[src/rtl/uart_gen2_pkg.sv]
// Shared types and helpers for the gen2 UART transmit engine.
package uart_gen2_pkg;

  typedef enum logic [2:0] {
    IDLE    = 3'd0,
    DE_LEAD = 3'd1,
    START   = 3'd2,
    DATA    = 3'd3,
    PARITY  = 3'd4,
    STOP    = 3'd5,
    DE_HOLD = 3'd6
  } tx_state_e;

  localparam logic [1:0] PAR_NONE = 2'd0;
  localparam logic [1:0] PAR_ODD  = 2'd1;
  localparam logic [1:0] PAR_EVEN = 2'd2;
  localparam logic [1:0] PAR_MARK = 2'd3;

  localparam logic [3:0] LEN_MIN = 4'd5;

  function automatic logic [3:0] clamp_len(input logic [3:0] len, input int unsigned max_len);
    logic [3:0] max4;
    max4 = 4'(max_len);
    if (len < LEN_MIN) begin
      clamp_len = LEN_MIN;
    end else if (len > max4) begin
      clamp_len = max4;
    end else begin
      clamp_len = len;
    end
  endfunction

endpackage

[src/rtl/uart_fifo_sync.sv]
// Synchronous FIFO with flush, registered occupancy/full and dropped-write pulse.
module uart_fifo_sync #(
  parameter int W     = 9,
  parameter int DEPTH = 16
) (
  input  logic                     clk,
  input  logic                     rst_n,
  input  logic                     flush,
  input  logic                     wr_en,
  input  logic [W-1:0]             wr_data,
  input  logic                     rd_en,
  output logic [W-1:0]             rd_data,
  output logic [$clog2(DEPTH):0]   cnt,
  output logic [$clog2(DEPTH):0]   cnt_nx,
  output logic                     full,
  output logic                     wr_err
);

  localparam int AW = $clog2(DEPTH);
  localparam logic [AW:0]   FULL_CNT = (AW + 1)'(DEPTH);
  localparam logic [AW:0]   CNT_ONE  = (AW + 1)'(1'b1);
  localparam logic [AW-1:0] PTR_ONE  = AW'(1'b1);

  logic [W-1:0]  mem_r [DEPTH];
  logic [AW-1:0] wr_ptr_r, rd_ptr_r;
  logic [AW:0]   cnt_r, cnt_nx_s;
  logic          full_r, wr_err_r, push_s, pop_s;

  // Flush overrides everything; a write while full is refused
  always_comb begin
    push_s   = wr_en && !full_r && !flush;
    pop_s    = rd_en && (cnt_r != '0) && !flush;
    cnt_nx_s = cnt_r;
    if (flush) begin
      cnt_nx_s = '0;
    end else begin
      case ({push_s, pop_s})
        2'b10:   cnt_nx_s = cnt_r + CNT_ONE;
        2'b01:   cnt_nx_s = cnt_r - CNT_ONE;
        default: cnt_nx_s = cnt_r;
      endcase
    end
  end

  // Storage array
  always_ff @(posedge clk) begin
    if (push_s) mem_r[wr_ptr_r] <= wr_data;
  end

  // Pointers and registered status
  always_ff @(posedge clk or negedge rst_n) begin
    if (!rst_n) begin
      wr_ptr_r <= '0;
      rd_ptr_r <= '0;
      cnt_r    <= '0;
      full_r   <= 1'b0;
      wr_err_r <= 1'b0;
    end else begin
      cnt_r    <= cnt_nx_s;
      full_r   <= (cnt_nx_s == FULL_CNT);
      wr_err_r <= wr_en && full_r && !flush;
      if (flush) begin
        wr_ptr_r <= '0;
        rd_ptr_r <= '0;
      end else begin
        if (push_s) wr_ptr_r <= wr_ptr_r + PTR_ONE;
        if (pop_s)  rd_ptr_r <= rd_ptr_r + PTR_ONE;
      end
    end
  end

  assign rd_data = mem_r[rd_ptr_r];
  assign cnt     = cnt_r;
  assign cnt_nx  = cnt_nx_s;
  assign full    = full_r;
  assign wr_err  = wr_err_r;

endmodule

[src/rtl/uart_tx_gen2.sv]
// UART transmit engine: FIFO, per-frame shadowed config, CTS gating and RS-485 xDE lead/hold.
module uart_tx_gen2
  import uart_gen2_pkg::*;
#(
  parameter int pMaxLen    = 9,
  parameter int pFifoDepth = 16,
  parameter int pDivW      = 16
) (
  input  logic                          Clk,
  input  logic                          Rst,
  input  logic [pDivW-1:0]              Baud_Div,
  input  logic [3:0]                    Len,
  input  logic [1:0]                    Par,
  input  logic                          Stop2,
  input  logic                          Mode485,
  input  logic                          CTS_En,
  input  logic                          xCTS,
  input  logic                          Flush,
  input  logic                          Wr_En,
  input  logic [pMaxLen-1:0]            Wr_Data,
  input  logic [$clog2(pFifoDepth):0]   Thr,
  output logic [$clog2(pFifoDepth):0]   Cnt,
  output logic                          Full,
  output logic                          Wr_Err,
  output logic                          iTHE,
  output logic                          iTFE,
  output logic                          TxD,
  output logic                          xDE,
  output logic                          TxIdle
);

  localparam int CW = $clog2(pFifoDepth) + 1;
  localparam logic [pDivW-1:0] DIV_ONE = pDivW'(1'b1);

  tx_state_e          state_r;
  logic [pDivW-1:0]   baud_r, div_r;
  logic [3:0]         bit_cnt_r, len_cl_s;
  logic [pMaxLen-1:0] shift_r, fifo_rd_data_s;
  logic [1:0]         par_r;
  logic [CW-1:0]      fifo_cnt_s, fifo_cnt_nx_s;
  logic txd_r, xde_r, idle_r, the_r, tfe_r, par_bit_r, stop2_r;
  logic cts_meta_r, cts_sync_r;
  logic cts_ok_s, start_s, stop_end_s, pop_s, idle_nx_s, tick_s;

  function automatic logic calc_parity(input logic [pMaxLen-1:0] d, input logic [3:0] len,
                                       input logic [1:0] par);
    logic x;
    x = 1'b0;
    for (int i = 0; i < pMaxLen; i++) x = x ^ (d[i] & (4'(i) < len));
    case (par)
      PAR_ODD:  calc_parity = ~x;
      PAR_EVEN: calc_parity = x;
      PAR_MARK: calc_parity = 1'b1;
      default:  calc_parity = 1'b0;
    endcase
  endfunction

  uart_fifo_sync #(.W(pMaxLen), .DEPTH(pFifoDepth)) u_fifo (
    .clk(Clk), .rst_n(Rst), .flush(Flush), .wr_en(Wr_En), .wr_data(Wr_Data),
    .rd_en(pop_s), .rd_data(fifo_rd_data_s), .cnt(fifo_cnt_s), .cnt_nx(fifo_cnt_nx_s),
    .full(Full), .wr_err(Wr_Err)
  );

  assign len_cl_s = clamp_len(Len, pMaxLen);
  assign tick_s   = (baud_r == '0);

  // Frame-start decision and look-ahead of the idle flag for the status registers
  always_comb begin
    cts_ok_s   = !CTS_En || !cts_sync_r;
    start_s    = (fifo_cnt_s != '0) && cts_ok_s;
    stop_end_s = (state_r == STOP) && tick_s && (bit_cnt_r == 4'd1);
    pop_s      = start_s && ((state_r == IDLE) || stop_end_s);
    idle_nx_s  = ((state_r == IDLE) && !start_s) || ((state_r == DE_HOLD) && tick_s) ||
                 (stop_end_s && !start_s && !xde_r);
  end

  // xCTS synchroniser and registered FIFO status flags
  always_ff @(posedge Clk or negedge Rst) begin
    if (!Rst) begin
      cts_meta_r <= 1'b1;
      cts_sync_r <= 1'b1;
      the_r      <= 1'b1;
      tfe_r      <= 1'b1;
    end else begin
      cts_meta_r <= xCTS;
      cts_sync_r <= cts_meta_r;
      the_r      <= (fifo_cnt_nx_s <= Thr);
      tfe_r      <= (fifo_cnt_nx_s == '0) && idle_nx_s;
    end
  end

  // Per-frame shadow of the line configuration, captured as the character is popped
  always_ff @(posedge Clk or negedge Rst) begin
    if (!Rst) begin
      div_r     <= '0;
      par_r     <= PAR_NONE;
      stop2_r   <= 1'b0;
      par_bit_r <= 1'b0;
    end else if (pop_s) begin
      div_r     <= Baud_Div;
      par_r     <= Par;
      stop2_r   <= Stop2;
      par_bit_r <= calc_parity(fifo_rd_data_s, len_cl_s, Par);
    end
  end

  // Transmit FSM; every state entry happens on a pop or a bit-end tick, which reloads the baud counter
  always_ff @(posedge Clk or negedge Rst) begin
    if (!Rst) begin
      state_r   <= IDLE;
      baud_r    <= '0;
      bit_cnt_r <= 4'd0;
      shift_r   <= '0;
      txd_r     <= 1'b1;
      xde_r     <= 1'b0;
      idle_r    <= 1'b1;
    end else begin
      idle_r <= idle_nx_s;
      if (pop_s)       baud_r <= Baud_Div;
      else if (tick_s) baud_r <= div_r;
      else             baud_r <= baud_r - DIV_ONE;
      case (state_r)
        IDLE: begin
          if (pop_s) begin
            shift_r   <= fifo_rd_data_s;
            bit_cnt_r <= len_cl_s;
            if (Mode485) begin
              state_r <= DE_LEAD;
              xde_r   <= 1'b1;
              txd_r   <= 1'b1;
            end else begin
              state_r <= START;
              txd_r   <= 1'b0;
            end
          end else begin
            txd_r <= 1'b1;
            xde_r <= 1'b0;
          end
        end
        DE_LEAD: if (tick_s) begin
          state_r <= START;
          txd_r   <= 1'b0;
        end
        START: if (tick_s) begin
          state_r <= DATA;
          txd_r   <= shift_r[0];
          shift_r <= {1'b0, shift_r[pMaxLen-1:1]};
        end
        DATA: if (tick_s) begin
          if (bit_cnt_r != 4'd1) begin
            txd_r     <= shift_r[0];
            shift_r   <= {1'b0, shift_r[pMaxLen-1:1]};
            bit_cnt_r <= bit_cnt_r - 4'd1;
          end else if (par_r != PAR_NONE) begin
            state_r <= PARITY;
            txd_r   <= par_bit_r;
          end else begin
            state_r   <= STOP;
            txd_r     <= 1'b1;
            bit_cnt_r <= stop2_r ? 4'd2 : 4'd1;
          end
        end
        PARITY: if (tick_s) begin
          state_r   <= STOP;
          txd_r     <= 1'b1;
          bit_cnt_r <= stop2_r ? 4'd2 : 4'd1;
        end
        STOP: if (tick_s) begin
          if (bit_cnt_r != 4'd1) begin
            bit_cnt_r <= bit_cnt_r - 4'd1;
          end else if (pop_s) begin
            shift_r   <= fifo_rd_data_s;
            bit_cnt_r <= len_cl_s;
            state_r   <= START;
            txd_r     <= 1'b0;
          end else if (xde_r) begin
            state_r <= DE_HOLD;
          end else begin
            state_r <= IDLE;
          end
        end
        DE_HOLD: if (tick_s) begin
          state_r <= IDLE;
          xde_r   <= 1'b0;
        end
        default: begin
          state_r <= IDLE;
          txd_r   <= 1'b1;
          xde_r   <= 1'b0;
        end
      endcase
    end
  end

  assign Cnt    = fifo_cnt_s;
  assign iTHE   = the_r;
  assign iTFE   = tfe_r;
  assign TxD    = txd_r;
  assign xDE    = xde_r;
  assign TxIdle = idle_r;

endmodule

[config.mk]
export PLATFORM = sky130hd
export DESIGN_NAME = uart_tx_gen2
export DESIGN_NICKNAME = d
export VERILOG_FILES = /design/src/rtl/uart_gen2_pkg.sv /design/src/rtl/uart_fifo_sync.sv /design/src/rtl/uart_tx_gen2.sv
export SDC_FILE = /design/constraint.sdc
export NUM_CORES = 1
export LEC_CHECK = 0
export ABC_CLOCK_PERIOD_IN_PS = 5200
export CELL_PAD_IN_SITES_DETAIL_PLACEMENT = 0
export CELL_PAD_IN_SITES_GLOBAL_PLACEMENT = 1
export CORE_ASPECT_RATIO = 1.75
export CORE_MARGIN = 2
export CORE_UTILIZATION = 45
export CTS_BUF_LIST = sky130_fd_sc_hd__clkbuf_4 sky130_fd_sc_hd__clkbuf_8
export DETAILED_ROUTE_END_ITERATION = 8
export PLACE_DENSITY_LB_ADDON = 0.3
export RECOVER_POWER = 25
export SKIP_CTS_REPAIR_TIMING = 1
export SLEW_MARGIN = 20
export SYNTH_ARGS = -nofsm -noshare
export SYNTH_HDL_FRONTEND = slang
export SYNTH_SLANG_ARGS = --single-unit
[constraint.sdc]
create_clock -name Clk -period 5.2 [get_ports Clk]
set_clock_uncertainty 0.05 [all_clocks]
set_input_delay 0.52 -clock Clk [delete_from_list [all_inputs] [get_ports Clk]]
set_output_delay 0.52 -clock Clk [all_outputs]
set_load 0.02 [all_outputs]
==> impl_table.tex, run 1 <==
\begin{tabular}{lr}
\hline
Metric & Value \\
\hline
\multicolumn{2}{l}{\textbf{Synth}} \\
\quad Mux share of post-synthesis cell area & 0.0825 \\
\quad Most frequent cells after synthesis & sky130\_fd\_sc\_hd\_\_edfxtp\_1 (144), sky130\_fd\_sc\_hd\_\_nand2\_1 (96), sky130\_fd\_sc\_hd\_\_dfrtp\_1 (68), sky130\_fd\_sc\_hd\_\_nor2\_1 (59), sky130\_fd\_sc\_hd\_\_o21ai\_0 (57) \\
\quad Net count after synthesis & 821 \\
\quad Top cell type's share of synthesized area & 0.442 \\
\quad Fraction of the yosys area taken by sequential cells & 0.632 \\
\quad Number of flops mapped to enable cells by yosys & 144 \\
\quad Cell Area, Synth & 9780 um\^{}2 \\
\quad Synth Area in Compound Gates & 0.108 \\
\quad Average cell area after synthesis & 12.8 um\^{}2 \\
\quad Area leader, netlist & sky130\_fd\_sc\_hd\_\_edfxtp\_1 \\
\quad FFs w/ async S/R, synth & 0.339 \\
\quad Flip-flop and latch count after synthesis & 218 \\
\quad Synthesis Warnings & 0 \\
\quad Adder-cell area share of the yosys netlist & 0.0205 \\
\quad Library cell with the highest instance count after synthesis & sky130\_fd\_sc\_hd\_\_edfxtp\_1 \\
\quad Number of distinct standard cells referenced by the synthesized netlist & around 60 \\
\quad Post-Synth Simple-Gate Area & 0.103 \\
\quad Main combinational cell family by area after synthesis & compound AO/OA/AOI/OAI gates \\
\quad Synth top area cells & sky130\_fd\_sc\_hd\_\_edfxtp\_1 (44\%), sky130\_fd\_sc\_hd\_\_dfrtp\_1 (17\%), sky130\_fd\_sc\_hd\_\_mux4\_2 (4.1\%), sky130\_fd\_sc\_hd\_\_mux2i\_1 (4.0\%), sky130\_fd\_sc\_hd\_\_nand2\_1 (3.7\%) \\
\quad Primary flip-flop cell chosen by synthesis mapping & sky130\_fd\_sc\_hd\_\_edfxtp\_1 \\
\quad Post-synthesis share of cell area spent on xor and xnor gates & 0.0271 \\
\quad Gate Count Post-Synth & 761 \\
\multicolumn{2}{l}{\textbf{Detailed routing}} \\
\quad Pre-Repair DR Iteration Count & 4 \\
\quad Via-to-Cell Ratio & 5.49 \\
\quad Count of routing violations after the opening detailed-route iteration & 294 \\
\quad Average routed wire per standard cell & 19.4 um \\
\quad Via Count & 6275 \\
\quad DRC violations left & 0 \\
\quad WL final & between 20000 and 25000 um \\
\quad Antenna-violating nets left & 0 \\
\multicolumn{2}{l}{\textbf{Cells and area}} \\
\quad Number of nets in the final layout & 886 \\
\quad Ant. Diodes & 0 \\
\quad Area Overhead vs Synth & 16.4\% \\
\quad Filler Cells Inserted & between 1500 and 2000 \\
\quad Number of non-filler instances in the completed layout & 1143 \\
\quad Post-layout util & 0.532 \\
\quad Share of layout cells above drive strength 1 & 0.134 \\
\multicolumn{2}{l}{\textbf{Placed design}} \\
\quad Setup Slack @ Placement & approximately 0.083 ns \\
\quad Gp weighted congestion & 0.915 \\
\quad Count of input and output buffers & 55 \\
\quad Detailed placement HPWL & 15700 um \\
\quad Cell total after placement & between 1000 and 1500 \\
\multicolumn{2}{l}{\textbf{Global route}} \\
\quad Maximum number of pins on one net before global-route repair & 75 \\
\quad Total overflow reported by the global router & 0 \\
\quad Antenna violations before repair & 0 \\
\quad GRT Resource Usage Total & 0.196 \\
\quad Via count of the first global-routing pass & 6703 \\
\quad Wire length of the first global-routing pass & 34700 um \\
\multicolumn{2}{l}{\textbf{Timing}} \\
\quad Fin crit share & 0.933 \\
\quad Headroom to the max-slew limit & -1.72 \\
\quad Total negative slack & 0 ns \\
\quad Fin crit period & roughly 4.9 ns \\
\quad RSZ-0062 raised after global routing & no \\
\quad Final count of pins violating max slew & 75 \\
\quad Upper clock frequency limit & 206 MHz \\
\quad Worst Max-Slew Pin Slew & 4.08 ns \\
\quad Final count of hold timing violations & 0 \\
\quad Final WS setup & 0.348 ns \\
\quad Final setup violation count & 0 \\
\multicolumn{2}{l}{\textbf{Floorplan}} \\
\quad Core Box Area & 21400 um\^{}2 \\
\quad \# rows & 71 \\
\quad Die ar. & 23000 um\^{}2 \\
\quad I/O pin total & 56 \\
\quad Die span in x & 115 um \\
\quad Die span in y & $\sim$200 um \\
\quad Starting utilization of the core area & 0.457 \\
\multicolumn{2}{l}{\textbf{Hold path}} \\
\quad Classification of the worst-slack hold path & reg -> reg \\
\multicolumn{2}{l}{\textbf{Clock tree}} \\
\quad Number of clock buffers inserted by TritonCTS & 34 \\
\quad Clock tree from TritonCTS & yes \\
\quad Clock buffer depth & 3 \\
\quad Clock Tree Root & sky130\_fd\_sc\_hd\_\_clkbuf\_8 \\
\quad Clock sinks & approximately 220 \\
\quad Clock transition time at the flip-flop clock pins of the worst setup and hold paths & $\sim$0.06 ns \\
\quad H-Tree Depth & 2 \\
\quad Clock insertion delay at the later pin of the skew report & $\sim$0.5 ns \\
\multicolumn{2}{l}{\textbf{Status}} \\
\quad Failing checks & max-capacitance violations, max-slew violations \\
\quad Result of the run & finished, violations left \\
\multicolumn{2}{l}{\textbf{Power and ir drop}} \\
\quad Power Dens Cells & 429 nW/um\^{}2 \\
\quad Leakage dissipation & $\sim$0.0041 uW \\
\quad Max rail drop VDD & 0.185 mV \\
\multicolumn{2}{l}{\textbf{Setup path}} \\
\quad Element type at the critical path end & register \\
\quad Data required time of the worst path & $\sim$5.6 ns \\
\quad Setup crit start kind & register \\
\quad Worst Path Arrival & roughly 5.2 ns \\
\quad Critical path class & reg -> reg \\
\quad Maximum fanout along the worst path & 4 \\
\multicolumn{2}{l}{\textbf{Run}} \\
\quad Number of max-cap violations & 1 \\
\hline
\end{tabular}
-- area by class of cell --
class / instances / area [um^2] / share of cell area
well taps: 292 / 365 / 0.0321
multi-input cells: 485 / 3400 / 0.298
inverters: 17 / 63.8 / 0.00560
flip-flops and latches: 218 / 6180 / 0.543
repair buffers: 70 / 657 / 0.0577
clock inverters: 17 / 163 / 0.0143
clock buffers: 44 / 556 / 0.0488
-- path summary, 6_finish.rpt --
| check | from | endpoint | slack (ns) | cells past startpoint |
|---|---|---|---|---|
| max | baud_r[0] | iTHE | 0.35 | 21 |
| min in group asynchronous | Rst | par_r[0] | 1.38 | 1 |
| min reg2reg | cts_meta_r | cts_sync_r | 0.31 | 0 |
| max reg2reg | baud_r[0] | iTHE | 0.35 | 21 |
| max in group asynchronous | Rst | u_fifo.rd_ptr_r[0] | 1.11 | 1 |
| min | cts_meta_r | cts_sync_r | 0.31 | 0 |
-- layer usage --
layer / track usage / routed length (um) / up-vias
met5: 0 / 0 / -
met4: 0.0884 / 725 / 0
met3: 0.0302 / 850 / 50
met2: 0.380 / 12700 / 146
met1: 0.200 / 7860 / 3119
li1: - / - / 2960
-- flip-flops by register name, indices dropped and copies added, names as in the netlist, 3 cells and up --
signal,cells
div_r,16
shift_r,9
u_fifo.wr_ptr_r,4
state_r,3
u_fifo.rd_ptr_r,4
baud_r,16
u_fifo.mem_r,144
bit_cnt_r,4
u_fifo.cnt,5
-- power by group --
part	internal, uW	leakage (uW)	total [uW]	switching, uW
clock network	856	0.000378	1520	663
logic	461	0.00156	1090	628
registers	2090	0.00220	2270	187
-- metrics by stage --
step / hold slack [ns] / power (uW) / area (um^2)
final: 0.309 / 4880 / 11400
after global routing: 0.315 / 5160 / 11400
after CTS: 0.124 / 4910 / 11400
after detailed placement: 0.300 / 3380 / 10600
after global placement: 0.297 / 3350 / 10600
after floorplan: 0.174 / 3030 / 9780
-- placed cells by master (no fill, tap or decap), types with 4 or more instances in the layout --
cell,count
sky130_fd_sc_hd__mux4_2,18
sky130_fd_sc_hd__clkbuf_4,8
sky130_fd_sc_hd__xnor2_1,13
sky130_fd_sc_hd__a22o_1,5
sky130_fd_sc_hd__a221oi_1,20
sky130_fd_sc_hd__o21ai_0,56
sky130_fd_sc_hd__nand2b_1,5
sky130_fd_sc_hd__clkbuf_8,36
sky130_fd_sc_hd__nor2_1,59
sky130_fd_sc_hd__nor4_1,4
sky130_fd_sc_hd__dfrtp_1,67
sky130_fd_sc_hd__a21oi_1,34
sky130_fd_sc_hd__or3_1,5
sky130_fd_sc_hd__nor3_1,8
sky130_fd_sc_hd__clkinv_1,8
sky130_fd_sc_hd__a21oi_2,4
sky130_fd_sc_hd__ha_1,16
sky130_fd_sc_hd__xor2_1,12
sky130_fd_sc_hd__edfxtp_1,144
sky130_fd_sc_hd__nor2b_1,12
sky130_fd_sc_hd__nor3_2,4
sky130_fd_sc_hd__dlygate4sd3_1,4
sky130_fd_sc_hd__buf_4,15
sky130_fd_sc_hd__mux2i_1,39
sky130_fd_sc_hd__inv_1,16
sky130_fd_sc_hd__clkinv_2,4
sky130_fd_sc_hd__nand2_1,96
sky130_fd_sc_hd__nand3_1,11
sky130_fd_sc_hd__dfstp_2,6
sky130_fd_sc_hd__a22oi_1,11
sky130_fd_sc_hd__clkdlybuf4s50_1,50
-- worst max-delay path, cell delays in order, from the launching register on --
cell                       delay (ns)
sky130_fd_sc_hd__dfrtp_1         0.38
sky130_fd_sc_hd__inv_1           0.06
sky130_fd_sc_hd__ha_1            0.21
sky130_fd_sc_hd__or4b_4          0.49
sky130_fd_sc_hd__or4_4           0.51
sky130_fd_sc_hd__nor3b_4         0.24
sky130_fd_sc_hd__nand4_4         0.16
sky130_fd_sc_hd__a211o_1         0.34
sky130_fd_sc_hd__nor2_1          0.15
sky130_fd_sc_hd__ha_1            0.20
sky130_fd_sc_hd__xor2_1          0.15
sky130_fd_sc_hd__ha_1            0.18
sky130_fd_sc_hd__a21oi_2         0.06
sky130_fd_sc_hd__nor2b_1         0.13
sky130_fd_sc_hd__o21ai_1         0.09
sky130_fd_sc_hd__a21oi_1         0.19
sky130_fd_sc_hd__a221oi_2        0.06
sky130_fd_sc_hd__or3_1           0.34
sky130_fd_sc_hd__a21oi_2         0.22
sky130_fd_sc_hd__ha_1            0.27
sky130_fd_sc_hd__nor2b_1         0.14
sky130_fd_sc_hd__o22ai_1         0.12
-- cells by family after synthesis --
logic type	after synthesis
adder cells (fa/ha/maj)	16
multiplexers	58
AO/OA/AOI/OAI	162
buffers and inverters	58
XOR/XNOR	27
AND/OR/NAND/NOR	222
flip-flops	218
(Power assumes the default switching activity.)
==> run 2: changes to the inputs <==
--- a/config.mk
+++ b/config.mk
@@ -6,10 +6,10 @@
 export NUM_CORES = 1
 export LEC_CHECK = 0
 export ABC_CLOCK_PERIOD_IN_PS = 5200
+export CAP_MARGIN = 5
 export CELL_PAD_IN_SITES_DETAIL_PLACEMENT = 0
 export CELL_PAD_IN_SITES_GLOBAL_PLACEMENT = 1
 export CORE_ASPECT_RATIO = 1.75
-export CORE_MARGIN = 2
 export CORE_UTILIZATION = 45
 export CTS_BUF_LIST = sky130_fd_sc_hd__clkbuf_4 sky130_fd_sc_hd__clkbuf_8
 export DETAILED_ROUTE_END_ITERATION = 8
==> impl_table.tex, run 2 (same netlist as run 1, synthesis figures left out) <==
\begin{tabular}{lr}
\hline
Metric & Value \\
\hline
\multicolumn{2}{l}{\textbf{Clock tree}} \\
\quad Clock buffer depth & 3 \\
\quad Clock tree from TritonCTS & yes \\
\quad Clock insertion delay at the later pin of the skew report & roughly 0.51 ns \\
\quad Clock transition time at the flip-flop clock pins of the worst setup and hold paths & 0.06 ns \\
\quad Clock Tree Root & sky130\_fd\_sc\_hd\_\_clkbuf\_8 \\
\quad Number of clock buffers inserted by TritonCTS & 34 \\
\quad H-Tree Depth & 2 \\
\quad Clock sinks & 218 \\
\multicolumn{2}{l}{\textbf{Placed design}} \\
\quad Gp weighted congestion & 0.843 \\
\quad Count of input and output buffers & 55 \\
\quad Detailed placement HPWL & 15800 um \\
\quad Setup Slack @ Placement & 0.144 ns \\
\multicolumn{2}{l}{\textbf{Detailed routing}} \\
\quad Via-to-Cell Ratio & 5.49 \\
\quad DRC violations left & 0 \\
\quad Antenna-violating nets left & 0 \\
\quad Average routed wire per standard cell & a little under 20 um \\
\quad Pre-Repair DR Iteration Count & 4 \\
\quad WL final & between 20000 and 25000 um \\
\quad Count of routing violations after the opening detailed-route iteration & between 300 and 400 \\
\quad Via Count & roughly 6300 \\
\multicolumn{2}{l}{\textbf{Setup path}} \\
\quad Most frequent cell on the critical path & sky130\_fd\_sc\_hd\_\_ha\_1 \\
\quad Maximum fanout along the worst path & 3 \\
\quad Cell type of the slowest stage on the worst timing path & sky130\_fd\_sc\_hd\_\_or4\_4 \\
\quad Worst Path Arrival & about 5.2 ns \\
\quad Setup crit start kind & register \\
\quad Element type at the critical path end & register \\
\quad Critical path class & reg -> reg \\
\quad Cell class contributing the biggest share of worst-path delay & simple AND/OR/NAND/NOR gates \\
\quad Bufs and invs on worst path & 1 \\
\quad Data required time of the worst path & 5.58 ns \\
\quad Chain of cells forming the critical path & inv\_1 > ha\_1 > or4b\_1 > or4\_4 > nor3b\_4 > nand4\_2 > a211o\_1 > nor2\_2 > ha\_1 > xor2\_1 > ha\_1 > a21oi\_2 > xor2\_1 > or3\_1 > a21oi\_2 > ha\_1 > o21ai\_0 > nand2b\_1 > a21oi\_1 > nor2b\_1 > o22ai\_1 \\
\quad Crit-path max cell delay & roughly 0.52 ns \\
\multicolumn{2}{l}{\textbf{Power and ir drop}} \\
\quad Leakage dissipation & around 0.0041 uW \\
\quad Max rail drop VDD & 0.192 mV \\
\quad Power Dens Cells & 424 nW/um\^{}2 \\
\multicolumn{2}{l}{\textbf{Run}} \\
\quad Number of max-cap violations & 1 \\
\multicolumn{2}{l}{\textbf{Cells and area}} \\
\quad Filler Cells Inserted & roughly 1800 \\
\quad Flip-flop count of the largest register after layout & 144 \\
\quad Number of nets in the final layout & 887 \\
\quad Share of layout cells above drive strength 1 & 0.139 \\
\quad Commonest cells after routing, fill and taps aside & sky130\_fd\_sc\_hd\_\_edfxtp\_1 (144), sky130\_fd\_sc\_hd\_\_nand2\_1 (96), sky130\_fd\_sc\_hd\_\_dfrtp\_1 (67) \\
\quad Ant. Diodes & 0 \\
\quad Area Overhead vs Synth & 16.0\% \\
\quad Largest registers & u\_fifo.mem\_r: 144 flops, baud\_r: 16 flops, div\_r: 16 flops \\
\quad Leading cell type in the layout, fill and taps excluded & sky130\_fd\_sc\_hd\_\_edfxtp\_1 \\
\quad Top register by number of flip-flops & u\_fifo.mem\_r \\
\multicolumn{2}{l}{\textbf{Timing}} \\
\quad RSZ-0062 raised after global routing & no \\
\quad Final setup violation count & 0 \\
\quad Upper clock frequency limit & 208 MHz \\
\quad Total negative slack & 0 ns \\
\quad Final count of pins violating max slew & 75 \\
\quad Fin crit share & 0.926 \\
\quad Worst Max-Slew Pin Slew & 3.99 ns \\
\quad Final count of hold timing violations & 0 \\
\quad Fin crit period & 4.81 ns \\
\quad Headroom to the max-slew limit & -1.66 \\
\quad Final WS setup & $\sim$0.39 ns \\
\quad Worst hold slack after final layout & 0.319 ns \\
\multicolumn{2}{l}{\textbf{Status}} \\
\quad Result of the run & finished, violations left \\
\quad Failing checks & max-capacitance violations, max-slew violations \\
\multicolumn{2}{l}{\textbf{Floorplan}} \\
\quad Die span in x & 113 um \\
\quad Die ar. & approximately 22000 um\^{}2 \\
\quad Starting utilization of the core area & 0.457 \\
\quad \# rows & slightly above 70 \\
\quad Die span in y & $\sim$200 um \\
\quad I/O pin total & between 50 and 60 \\
\quad Core Box Area & about 21000 um\^{}2 \\
\multicolumn{2}{l}{\textbf{Global route}} \\
\quad GRT Resource Usage Total & 0.208 \\
\quad Maximum number of pins on one net before global-route repair & 75 \\
\quad Total overflow reported by the global router & 0 \\
\quad Via count of the first global-routing pass & 6780 \\
\quad Wire length of the first global-routing pass & 35300 um \\
\quad Antenna violations before repair & 0 \\
\multicolumn{2}{l}{\textbf{Hold path}} \\
\quad Classification of the worst-slack hold path & reg -> reg \\
\hline
\end{tabular}
[run 2: worst paths after layout]
kind                            start                 end  slack, ns  depth (start not counted)
hold / removal             cts_meta_r          cts_sync_r       0.32                          0
setup / recovery            baud_r[0]                iTHE       0.39                         21
setup reg to reg            baud_r[0]                iTHE       0.39                         21
hold reg to reg            cts_meta_r          cts_sync_r       0.32                          0
max in group asynchronous         Rst  u_fifo.rd_ptr_r[0]       1.19                          1
min in group asynchronous         Rst             stop2_r       1.33                          1
[run 2: stage by stage]
| step | instances | area (um^2) | utilization | total power, uW |
|---|---|---|---|---|
| finish | 1141 | 11300 | 0.530 | 4810 |
| global route | 1141 | 11300 | 0.530 | 5070 |
| CTS | 1141 | 11300 | 0.529 | 4860 |
| detailed placement | 1083 | 10600 | 0.497 | 3390 |
| global placement | 1083 | 10600 | 0.497 | 3350 |
| floorplan | 761 | 9780 | - | 3030 |
[run 2: worst reg2reg max path, stage by stage, from the launching register on]
cell,delay (ns)
sky130_fd_sc_hd__dfrtp_1,0.38
sky130_fd_sc_hd__inv_1,0.06
sky130_fd_sc_hd__ha_1,0.19
sky130_fd_sc_hd__or4b_1,0.51
sky130_fd_sc_hd__or4_4,0.53
sky130_fd_sc_hd__nor3b_4,0.22
sky130_fd_sc_hd__nand4_2,0.19
sky130_fd_sc_hd__a211o_1,0.39
sky130_fd_sc_hd__nor2_2,0.12
sky130_fd_sc_hd__ha_1,0.19
sky130_fd_sc_hd__xor2_1,0.08
sky130_fd_sc_hd__ha_1,0.20
sky130_fd_sc_hd__a21oi_2,0.20
sky130_fd_sc_hd__xor2_1,0.12
sky130_fd_sc_hd__or3_1,0.35
sky130_fd_sc_hd__a21oi_2,0.21
sky130_fd_sc_hd__ha_1,0.28
sky130_fd_sc_hd__o21ai_0,0.08
sky130_fd_sc_hd__nand2b_1,0.07
sky130_fd_sc_hd__a21oi_1,0.14
sky130_fd_sc_hd__nor2b_1,0.06
sky130_fd_sc_hd__o22ai_1,0.13
[run 2: per-layer routing]
metal / wire length, um / vias to the layer above / track usage
li1: - / 2952 / -
met1: 7830 / 3123 / 0.208
met2: 12600 / 128 / 0.402
met3: 670 / 60 / 0.0292
met4: 1100 / 0 / 0.117
met5: 0 / - / 0
[run 2: final cells by class]
type	count	area [um^2]	area share
multi-input combinational	485	3390	0.299
clock buffer	50	607	0.0535
timing repair buffer	71	664	0.0586
tap	292	365	0.0322
clock inverter	8	71.3	0.00629
sequential	218	6180	0.545
inverter	17	63.8	0.00563
[run 2: report_power, final]
part | leakage, uW | internal, uW | switching (uW)
registers | 0.00220 | 2090 | 195
clock network | 0.000366 | 801 | 653
logic | 0.00157 | 462 | 617
total | 0.00413 | 3350 | 1460
==> run 3: changes to the inputs <==
--- a/config.mk
+++ b/config.mk
@@ -19,4 +19,5 @@
 export SLEW_MARGIN = 20
 export SYNTH_ARGS = -nofsm -noshare
 export SYNTH_HDL_FRONTEND = slang
+export SYNTH_HIERARCHICAL = 1
 export SYNTH_SLANG_ARGS = --single-unit
==> impl_table.tex, run 3 <==
\begin{tabular}{lr}
\hline
Metric & Value \\
\hline
\multicolumn{2}{l}{\textbf{Status}} \\
\quad Result of the run & finished, violations left \\
\quad Failing checks & max-capacitance violations, max-slew violations \\
\multicolumn{2}{l}{\textbf{Synth}} \\
\quad Cell Area, Synth & 10100 um\^{}2 \\
\quad Flip-flop and latch count after synthesis & about 220 \\
\quad Fraction of the yosys area taken by sequential cells & 0.614 \\
\quad Number of distinct standard cells referenced by the synthesized netlist & 67 \\
\quad Primary flip-flop cell chosen by synthesis mapping & sky130\_fd\_sc\_hd\_\_edfxtp\_1 \\
\quad Area leader, netlist & sky130\_fd\_sc\_hd\_\_edfxtp\_1 \\
\quad FFs w/ async S/R, synth & 0.339 \\
\quad Net count after synthesis & 826 \\
\quad Most frequent cells after synthesis & sky130\_fd\_sc\_hd\_\_edfxtp\_1 (144), sky130\_fd\_sc\_hd\_\_dfrtp\_1 (68), sky130\_fd\_sc\_hd\_\_nand2\_1 (64), sky130\_fd\_sc\_hd\_\_o21ai\_0 (57), sky130\_fd\_sc\_hd\_\_nor2\_1 (52) \\
\quad Gate Count Post-Synth & 764 \\
\quad Average cell area after synthesis & between 10 and 15 um\^{}2 \\
\quad Library cell with the highest instance count after synthesis & sky130\_fd\_sc\_hd\_\_edfxtp\_1 \\
\quad Synth top area cells & sky130\_fd\_sc\_hd\_\_edfxtp\_1 (43\%), sky130\_fd\_sc\_hd\_\_dfrtp\_1 (17\%), sky130\_fd\_sc\_hd\_\_mux2i\_1 (4.1\%), sky130\_fd\_sc\_hd\_\_mux4\_2 (4.0\%), sky130\_fd\_sc\_hd\_\_mux2\_2 (3.1\%) \\
\quad Number of flops mapped to enable cells by yosys & around 140 \\
\quad Top cell type's share of synthesized area & 0.430 \\
\quad Synthesis Warnings & 6 \\
\multicolumn{2}{l}{\textbf{Clock tree}} \\
\quad Clock sinks & 218 \\
\quad Clock insertion delay at the later pin of the skew report & 0.52 ns \\
\quad Clock buffer depth & 3 \\
\quad Clock Tree Root & sky130\_fd\_sc\_hd\_\_clkbuf\_8 \\
\quad Clock tree from TritonCTS & yes \\
\quad Clock transition time at the flip-flop clock pins of the worst setup and hold paths & 0.06 ns \\
\quad Number of clock buffers inserted by TritonCTS & 34 \\
\quad H-Tree Depth & 2 \\
\multicolumn{2}{l}{\textbf{Floorplan}} \\
\quad Starting utilization of the core area & 0.458 \\
\quad Die span in x & 115 um \\
\quad I/O pin total & 56 \\
\quad Die ar. & 23000 um\^{}2 \\
\quad Core Box Area & about 22000 um\^{}2 \\
\quad \# rows & 72 \\
\quad Die span in y & 200 um \\
\multicolumn{2}{l}{\textbf{Detailed routing}} \\
\quad Via Count & roughly 6600 \\
\quad Pre-Repair DR Iteration Count & 5 \\
\quad DRC violations left & 0 \\
\quad WL final & between 20000 and 25000 um \\
\quad Via-to-Cell Ratio & 5.69 \\
\quad Antenna-violating nets left & 0 \\
\quad Average routed wire per standard cell & 20.7 um \\
\quad Count of routing violations after the opening detailed-route iteration & 318 \\
\multicolumn{2}{l}{\textbf{Global route}} \\
\quad Total overflow reported by the global router & 0 \\
\quad Antenna violations before repair & 0 \\
\quad Maximum number of pins on one net before global-route repair & 75 \\
\quad Wire length of the first global-routing pass & approximately 37000 um \\
\quad GRT Resource Usage Total & 0.215 \\
\quad Via count of the first global-routing pass & 6891 \\
\multicolumn{2}{l}{\textbf{Timing}} \\
\quad Final WS setup & $\sim$0.39 ns \\
\quad Final count of pins violating max slew & 75 \\
\quad Upper clock frequency limit & 208 MHz \\
\quad Headroom to the max-slew limit & -1.73 \\
\quad Total negative slack & 0 ns \\
\quad Worst hold slack after final layout & a little over 0.3 ns \\
\quad Final setup violation count & 0 \\
\quad Fin crit share & 0.926 \\
\quad RSZ-0062 raised after global routing & no \\
\quad Fin crit period & 4.81 ns \\
\quad Final count of hold timing violations & 0 \\
\quad Worst Max-Slew Pin Slew & 4.09 ns \\
\multicolumn{2}{l}{\textbf{Cells and area}} \\
\quad Number of nets in the final layout & 896 \\
\quad Top register by number of flip-flops & u\_fifo/mem\_r \\
\quad Register Area & just over 6000 um\^{}2 \\
\quad Share of layout cells above drive strength 1 & 0.160 \\
\quad Flip-flop count of the largest register after layout & between 100 and 150 \\
\quad Leading cell type in the layout, fill and taps excluded & sky130\_fd\_sc\_hd\_\_edfxtp\_1 \\
\quad Combined area of the multi-input logic cells & 3600 um\^{}2 \\
\quad Ant. Diodes & 0 \\
\quad Commonest cells after routing, fill and taps aside & sky130\_fd\_sc\_hd\_\_edfxtp\_1 (144), sky130\_fd\_sc\_hd\_\_dfrtp\_1 (67), sky130\_fd\_sc\_hd\_\_nand2\_1 (64) \\
\quad Area Overhead vs Synth & 15.3\% \\
\quad Largest registers & u\_fifo/mem\_r: 144 flops, baud\_r: 16 flops, div\_r: 16 flops \\
\quad Filler Cells Inserted & 1933 \\
\multicolumn{2}{l}{\textbf{Power and ir drop}} \\
\quad Power Dens Cells & 300 nW/um\^{}2 \\
\quad Clock power frac & 0.418 \\
\quad Sequential power share & 0.537 \\
\quad Switching Power & just under 800 uW \\
\quad Switch share & 0.221 \\
\quad Leakage dissipation & around 0.0043 uW \\
\quad Internal power summed over all cells & 2720 uW \\
\quad Combinational group share of total power & 0.045 \\
\quad Power, Total & 3490 uW \\
\quad Max rail drop VDD & 0.247 mV \\
\multicolumn{2}{l}{\textbf{Setup path}} \\
\quad Data required time of the worst path & 5.59 ns \\
\quad Worst Reg2Reg Path Length in Cells & 21 \\
\quad RR Endpoint & iTHE \\
\quad Crit-path max cell delay & $\sim$0.50 ns \\
\quad Setup crit end & iTHE \\
\quad Reg-to-reg slack, setup & 0.39 ns \\
\quad CP Depth & 21 \\
\quad Critical path class & reg -> reg \\
\quad Setup crit start kind & register \\
\quad Worst R2R Start & baud\_r[0] \\
\quad Chain of cells forming the critical path & inv\_1 > ha\_1 > nor4b\_1 > nand4\_1 > o21ai\_0 > nand2\_1 > inv\_1 > o21ai\_4 > nor2\_1 > ha\_1 > inv\_1 > fa\_1 > nor2\_1 > a21oi\_1 > nor2\_1 > ha\_1 > nor2b\_1 > o21a\_1 > o21a\_1 > o21a\_1 > o22ai\_1 \\
\quad Critical path launch point & baud\_r[0] \\
\quad Worst Path Arrival & 5.21 ns \\
\quad Maximum fanout along the worst path & 10 \\
\quad Element type at the critical path end & register \\
\quad Cell class contributing the biggest share of worst-path delay & simple AND/OR/NAND/NOR gates \\
\quad Bufs and invs on worst path & 3 \\
\quad Cell type of the slowest stage on the worst timing path & sky130\_fd\_sc\_hd\_\_fa\_1 \\
\multicolumn{2}{l}{\textbf{Run}} \\
\quad Number of max-cap violations & 1 \\
\multicolumn{2}{l}{\textbf{Hold path}} \\
\quad Classification of the worst-slack hold path & reg -> reg \\
\quad Launch point of the worst hold path & cts\_meta\_r \\
\multicolumn{2}{l}{\textbf{Placed design}} \\
\quad Detailed placement HPWL & 16700 um \\
\quad Gp weighted congestion & 0.908 \\
\quad Setup Slack @ Placement & approximately 0.47 ns \\
\quad Count of input and output buffers & 55 \\
\hline
\end{tabular}
## run 3: cell count changes in the layout (fill, tap and decap cells not counted), moves of 7 or more
cell / before / now
sky130_fd_sc_hd__a21oi_1: 34 / 25
sky130_fd_sc_hd__a221oi_1: 20 / 9
sky130_fd_sc_hd__mux2_2: 1 / 28
sky130_fd_sc_hd__nand2_1: 96 / 64
sky130_fd_sc_hd__nor2b_1: 12 / 4
sky130_fd_sc_hd__nor3_1: 8 / 15
## run 3: per-layer routing
metal / track usage / part of all wire / vias up
li1: - / - / 3032
met1: 0.216 / 0.35 / 3288
met2: 0.415 / 0.56 / 184
met3: 0.0299 / 0.038 / 70
met4: 0.123 / 0.050 / 0
met5: 0 / 0 / -
## run 3: cell families after synthesis
| group | share of synthesized area |
|---|---|
| buffers and inverters | 0.0278 |
| DFF | 0.614 |
| AOI/OAI and AO/OA | 0.102 |
| and+or+nand+nor | 0.0955 |
| xor gates and xnor gates | 0.0246 |
| adders and majority gates | 0.0231 |
| muxes | 0.112 |
## run 3: layout make-up
cell class,count,area share
Tap cell,296,0.0319
Sequential cell,218,0.533
Timing Repair Buffer,72,0.0590
Multi-Input combinational cell,486,0.310
Clock inverter,20,0.0129
Inverter,22,0.00711
Clock buffer,42,0.0460
## run 3: power groups by stage
stage / clock [uW] / combinational (uW) / sequential [uW]
after CTS: 1500 / 159 / 1870
after global placement: 0 / 156 / 1910
after detailed placement: 0 / 158 / 1910
after global routing: 1570 / 172 / 1870
final: 1460 / 156 / 1870
after floorplan: 0 / 62.7 / 1910
## run 3: worst min path at each step
| stage | end | slack (ns) | cells after the start |
|---|---|---|---|
| 3_3_place_gp | cts_sync_r | 0.30 | 0 |
| 6_report | cts_sync_r | 0.31 | 0 |
| 3_5_place_dp | cts_sync_r | 0.30 | 0 |
| 5_1_grt | cts_sync_r | 0.31 | 0 |
| 2_1_floorplan | baud_r[0] | 0.17 | 0 |
| 4_1_cts | div_r[2] | 0.13 | 1 |
## run 3: worst register-to-register path: stages (launching register included)
cell	delay, ns
sky130_fd_sc_hd__dfrtp_1	0.40
sky130_fd_sc_hd__inv_1	0.08
sky130_fd_sc_hd__ha_1	0.21
sky130_fd_sc_hd__nor4b_1	0.36
sky130_fd_sc_hd__nand4_1	0.40
sky130_fd_sc_hd__o21ai_0	0.37
sky130_fd_sc_hd__nand2_1	0.23
sky130_fd_sc_hd__inv_1	0.17
sky130_fd_sc_hd__o21ai_4	0.10
sky130_fd_sc_hd__nor2_1	0.11
sky130_fd_sc_hd__ha_1	0.25
sky130_fd_sc_hd__inv_1	0.10
sky130_fd_sc_hd__fa_1	0.50
sky130_fd_sc_hd__nor2_1	0.05
sky130_fd_sc_hd__a21oi_1	0.22
sky130_fd_sc_hd__nor2_1	0.11
sky130_fd_sc_hd__ha_1	0.29
sky130_fd_sc_hd__nor2b_1	0.14
sky130_fd_sc_hd__o21a_1	0.16
sky130_fd_sc_hd__o21a_1	0.16
sky130_fd_sc_hd__o21a_1	0.16
sky130_fd_sc_hd__o22ai_1	0.14
## run 3: stage by stage
step	util	cells	area, um^2
finish	0.528	1156	11600
CTS	0.528	1156	11600
floorplan	-	764	10100
global route	0.528	1156	11600
detailed placement	0.497	1094	10900
global placement	0.497	1094	10900
